File: config.mk
export PLATFORM = sky130hd
export DESIGN_NAME = mem_miss_ctrl
export DESIGN_NICKNAME = d
export VERILOG_FILES = /design/src/rtl/mem_miss_ctrl.sv
export SDC_FILE = /design/constraint.sdc
export NUM_CORES = 1
export LEC_CHECK = 0
export CORE_MARGIN = 2
export CORE_UTILIZATION = 35
export CTS_BUF_LIST = sky130_fd_sc_hd__clkbuf_8
export DETAILED_ROUTE_END_ITERATION = 12
export GPL_TIMING_DRIVEN = 0
export HOLD_SLACK_MARGIN = 0.06
export PLACE_DENSITY = 0.79
export REMOVE_ABC_BUFFERS = 1
export SLEW_MARGIN = 30
export SYNTH_ARGS = -nofsm -noshare
export SYNTH_HDL_FRONTEND = slang
export SYNTH_SLANG_ARGS = --single-unit
File: constraint.sdc
create_clock -name clk -period 1.6 [get_ports clk]
set_input_delay 0.32 -clock clk [delete_from_list [all_inputs] [get_ports clk]]
set_output_delay 0.32 -clock clk [all_outputs]
set_load 0.01 [all_outputs]
File: src/rtl/mem_miss_ctrl.sv
// Miss sequencer for the L1/L2 write-back, write-allocate data cache: one outstanding miss.
// Define MISS_PERF_CNT_EN to add the 32-bit miss and stall performance counters.
module mem_miss_ctrl #(
  parameter int ADDR_WIDTH  = 32,
  parameter int L2_LATENCY  = 1,
  parameter int MEM_LATENCY = 4
) (
  input  logic                  clk,
  input  logic                  rst,
  input  logic                  req_valid,
  input  logic                  req_we,
  input  logic [ADDR_WIDTH-1:0] req_addr,
  input  logic                  l1_hit,
  input  logic                  l1_victim_dirty,
  input  logic [ADDR_WIDTH-1:0] l1_victim_addr,
  input  logic                  l2_hit,
  input  logic                  l2_victim_dirty,
  input  logic [ADDR_WIDTH-1:0] l2_victim_addr,
  output logic                  stall,
  output logic [ADDR_WIDTH-1:0] miss_addr,
  output logic                  l1_wb_en,
  output logic                  l2_lookup,
  output logic                  mem_rd_en,
  output logic                  mem_wr_en,
  output logic [ADDR_WIDTH-1:0] mem_addr,
  output logic                  l2_fill,
  output logic                  l1_fill,
  output logic                  fill_we,
  output logic                  busy,
`ifdef MISS_PERF_CNT_EN
  output logic [31:0]           perf_l1_miss,
  output logic [31:0]           perf_l2_miss,
  output logic [31:0]           perf_stall_cycles,
`endif
  output logic [2:0]            dbg_state
);

  localparam int MAX_LAT = (L2_LATENCY > MEM_LATENCY) ? L2_LATENCY : MEM_LATENCY;
  localparam int CW      = (MAX_LAT > 1) ? $clog2(MAX_LAT) : 1;
  localparam logic [CW-1:0] L2_INIT  = CW'(L2_LATENCY - 1);
  localparam logic [CW-1:0] MEM_INIT = CW'(MEM_LATENCY - 1);

  localparam logic [2:0] IDLE    = 3'd0;
  localparam logic [2:0] L1_WB   = 3'd1;
  localparam logic [2:0] L2_LOOK = 3'd2;
  localparam logic [2:0] L2_WB   = 3'd3;
  localparam logic [2:0] MEM_RD  = 3'd4;
  localparam logic [2:0] L2_FILL = 3'd5;
  localparam logic [2:0] L1_FILL = 3'd6;

  logic [2:0]            state;
  logic [CW-1:0]         cnt;
  logic                  we_q;
  logic [ADDR_WIDTH-1:0] wb_addr;
  logic                  miss;
  logic                  cnt_zero;

  assign miss     = (state == IDLE) & req_valid & ~l1_hit;
  assign cnt_zero = (cnt == '0);

  always_ff @(posedge clk) begin
    if (rst) begin
      state     <= IDLE;
      cnt       <= '0;
      miss_addr <= '0;
      we_q      <= 1'b0;
      wb_addr   <= '0;
    end else begin
      case (state)
        IDLE: begin
          if (miss) begin
            miss_addr <= req_addr;
            we_q      <= req_we;
            if (l1_victim_dirty) begin
              state <= L1_WB;
            end else begin
              state <= L2_LOOK;
              cnt   <= L2_INIT;
            end
          end
        end
        L1_WB: begin
          state <= L2_LOOK;
          cnt   <= L2_INIT;
        end
        L2_LOOK: begin
          // L2 hit/victim status is only trusted on the final lookup cycle.
          if (cnt_zero) begin
            if (l2_hit) begin
              state <= L1_FILL;
            end else begin
              cnt <= MEM_INIT;
              if (l2_victim_dirty) begin
                state   <= L2_WB;
                wb_addr <= l2_victim_addr;
              end else begin
                state <= MEM_RD;
              end
            end
          end else begin
            cnt <= cnt - CW'(1);
          end
        end
        L2_WB: begin
          if (cnt_zero) begin
            state <= MEM_RD;
            cnt   <= MEM_INIT;
          end else begin
            cnt <= cnt - CW'(1);
          end
        end
        MEM_RD: begin
          if (cnt_zero) state <= L2_FILL;
          else          cnt   <= cnt - CW'(1);
        end
        L2_FILL: state <= L1_FILL;
        L1_FILL: state <= IDLE;
        default: state <= IDLE;
      endcase
    end
  end

  assign busy      = (state != IDLE);
  assign stall     = busy | miss;
  assign l1_wb_en  = (state == L1_WB);
  assign l2_lookup = (state == L2_LOOK);
  assign mem_wr_en = (state == L2_WB);
  assign mem_rd_en = (state == MEM_RD);
  assign l2_fill   = (state == L2_FILL);
  assign l1_fill   = (state == L1_FILL);
  assign fill_we   = l1_fill & we_q;
  assign mem_addr  = mem_wr_en ? wb_addr : (mem_rd_en ? miss_addr : '0);
  assign dbg_state = state;

`ifdef MISS_PERF_CNT_EN
  always_ff @(posedge clk) begin
    if (rst) begin
      perf_l1_miss      <= '0;
      perf_l2_miss      <= '0;
      perf_stall_cycles <= '0;
    end else begin
      if (miss) perf_l1_miss <= perf_l1_miss + 32'd1;
      if (l2_lookup & cnt_zero & ~l2_hit) perf_l2_miss <= perf_l2_miss + 32'd1;
      if (stall) perf_stall_cycles <= perf_stall_cycles + 32'd1;
    end
  end
`endif

  // The victim address is consumed by the cache arrays, not the sequencer.
  logic unused_ok;
  assign unused_ok = ^l1_victim_addr;

endmodule

==> flow_summary.yaml, run 1 <==
outcome:
  status: "complete, but fails checks"
  violations: "setup timing"
die:
  core-area_sq_mm: 0.00822
  io-pin-count: 180
  start_util_pct: 36.2
  die_w_microns: 96.2
  fp.dieH_microns: 96.2
  die_area_sq_mm: 0.00926
  row_count: 33
grt:
  grt.overflow.total: 0
  track_usage_pct: 24.4
  grt_pass1_vias: 3441
  grt_pass1_wl_microns: 17100
  grt_antenna_before_repair: 0
  grt_start_max_net_pins: 38
cts:
  clkSinkCount: 70
  ctsHtreeMaxLevel: 3
  clock_path_buffers: 2
  cts_root_buffer: "clkbuf_8"
  cts_tree: "built"
  insertion_delay_ps: 330
  clk_pin_slew_ps: 80
  numCtsBuffers: 9
placed_design:
  dp_hpwl_microns: 6240
  gp_congestion: 0.766
  place_area_sq_mm: 0.00453
  portBuffers: 147
power_and_ir_drop:
  peakVddDrop_mv: 0.659
  p_leak_nw: 2.57
  power.density_mw_per_mm2: 1360
cells_and_area:
  syn2layout_area_growth_pct: 91.8
  regArea_sq_mm: 0.00141
  drive_gt1_share_pct: 34.9
  fillers: 650
  diodes: 0
  multi_input_area_sq_mm: 0.00178
  final_net_count: 687
  postLayoutCellArea_sq_mm: 0.00571
synth:
  netlist_instances: 383
  synth_seq_cells: 70
  synth.avg_cell_area_sq_um: 7.78
  synth_area_sq_mm: 0.00298
  synth_edf_count: 0
  ys_async_sr_fraction_pct: 0
  synthDistinctLibCells: 31
  synth_flop_cell: "dfxtp_1"
  seq_area_frac_synth_pct: 47.1
  yosysWarningCount: 0
timing:
  setup-tns-final_ps: -23880
  maxSlewHeadroom_pct: 63.0
  setup_slack_ps: -401
  rsz0062_at_grt: "yes"
  min_period_over_period_pct: 125
  setup_violations: 111
  holdWs_ps: 422
  slew_violations: 0
  final_hold_viol_count: 0
  fmax_ghz: 0.500
  period_needed_ps: 2000
  worst_pin_slew_ps: 555
  skew_ps: 10.2
worst_setup_path:
  cp.required_ps: 1280
  worst_ep_arrival_time_ps: 1680
  start_kind: "flip-flop"
  critPathMaxFanout: 7
  critPathKind: "flip-flop to primary output"
  endpoint_kind: "primary output"
route:
  postRouteAntennaNets: 0
  drt-total-wl_microns: 12800
  dr.pass1.iters: 4
  first_iter_violations: 157
  drt-vias-per-instance: 5.22
  via_count: 3609
  drc_errors: 0
  wl_per_cell_microns: 18.5
job:
  cap_violations: 0
worst_hold_path:
  worst_hold_path_type: "input port to flip-flop"
-- metrics by stage --
step | instances | power (mW) | setup WS, ps | util (%)
floorplan | 351 | 3.12 | -784 | -
global placement | 603 | 4.03 | -2090 | 54.0
detailed placement | 609 | 4.19 | -1030 | 55.1
CTS | 675 | 7.06 | -379 | 63.9
global route | 692 | 8.07 | -452 | 69.5
finish | 692 | 7.77 | -401 | 69.5
-- registers in the layout, summed over array words and instances (netlist names) --
register,cells
miss_addr,32
wb_addr,32
dbg_state,3
cnt,2
we_q,1
-- where the power goes --
group	switching, mW	internal [mW]
Sequential	0.188	1.98
Combinational	1.80	1.81
Clock	0.695	1.28
Total	2.69	5.08
-- final timing paths --
| kind | slack, ps | depth (start not counted) | end | from |
|---|---|---|---|---|
| setup / recovery | -400 | 6 | mem_addr[13] | dbg_state[1]$_SDFFE_PP0P_ |
| hold reg to reg | 470 | 2 | we_q$_SDFFE_PP0P_ | we_q$_SDFFE_PP0P_ |
| setup reg to reg | -220 | 9 | miss_addr[12]$_SDFFE_PP0P_ | dbg_state[1]$_SDFFE_PP0P_ |
| hold / removal | 420 | 2 | wb_addr[29]$_SDFFE_PP0P_ | rst |
-- logic make-up (layout without fill, tap and decap cells) --
logic type               after synthesis  in the layout  share of synthesized area [%]
AO/OA/AOI/OAI                        112            112                           23.6
adder cells (fa/ha/maj)                1              1                          0.420
flip-flops                            70             70                           47.1
buffers and inverters                 38            231                           5.67
AND/OR/NAND/NOR                      162            173                           23.3
-- cell usage after synthesis, types with 2 or more instances --
cell type | number | area [sq um]
nand2_1 | 134 | 503
dfxtp_1 | 70 | 1400
a21oi_1 | 69 | 345
a22o_1 | 32 | 280
buf_2 | 15 | 75.1
clkbuf_1 | 14 | 52.6
inv_1 | 6 | 22.5
nor2_1 | 5 | 18.8
o21ai_0 | 5 | 25.0
nand2b_1 | 4 | 25.0
nor3_1 | 3 | 15.0
a221oi_1 | 2 | 17.5
and2_1 | 2 | 12.5
and3_1 | 2 | 12.5
buf_4 | 2 | 15.0
nor3b_1 | 2 | 15.0
or4_1 | 2 | 15.0
-- cell type report --
cell class              count  share of cell area (%)
repair buffers            209                    36.3
multi-input cells         286                    31.2
flip-flops and latches     70                    24.7
clock buffers              11                    2.65
well taps                 105                    2.30
clock inverters             5                    2.26
inverters                   6                   0.569
-- critical path: stages, from the launching register on --
cell and delay, ps:
dfxtp_4 390, nor2b_4 280, and2_4 240, buf_6 100, buf_6 90, a22o_1 140
buf_6 110
-- layout by cell type (no fill, tap or decap), types with 2 or more instances in the layout --
master	n
dfxtp_1	67
dlygate4sd2_1	2
nand2b_1	3
clkbuf_16	2
clkbuf_8	11
bufinv_16	4
a21oi_1	47
nor3b_4	2
a221oi_2	2
or4_4	4
or2_4	5
o21ai_0	2
dfxtp_4	3
inv_2	2
nand2_1	109
clkdlybuf4s50_1	80
buf_12	7
and2_4	5
buf_4	22
buf_6	33
nor2_1	4
o21ai_2	3
nand2_2	24
dlymetal6s2s_1	22
inv_1	2
buf_8	5
a21oi_2	22
a22o_1	32
nor3_4	2
buf_2	35
-- what timing repair did --
item	4_1_cts	5_1_grt
gates cloned	8	6
pin swaps	46	25
hold buffers	0	0
hold endpoints to repair	0	0
setup endpoints to repair	113	132
setup buffers	42	14
gates resized for setup	230	108
-- routing by layer --
metal | up-vias | part of all wire [%] | track usage, %
li1 | 1715 | - | -
met1 | 1736 | 41 | 28.8
met2 | 146 | 52 | 43.8
met3 | 12 | 6.4 | 5.56
met4 | 0 | 1.0 | 7.50
met5 | - | 0 | 0
Power figures use the tool's default switching activity.
==> inputs of run 2 (changes only) <==
--- a/config.mk
+++ b/config.mk
@@ -8,6 +8,7 @@
 export CORE_MARGIN = 2
 export CORE_UTILIZATION = 35
 export CTS_BUF_LIST = sky130_fd_sc_hd__clkbuf_8
+export CTS_CLUSTER_DIAMETER = 100
 export DETAILED_ROUTE_END_ITERATION = 12
 export GPL_TIMING_DRIVEN = 0
 export HOLD_SLACK_MARGIN = 0.06
==> results of run 2 <==
No change in the layout: final DEF, timing and power equal those of run 1.
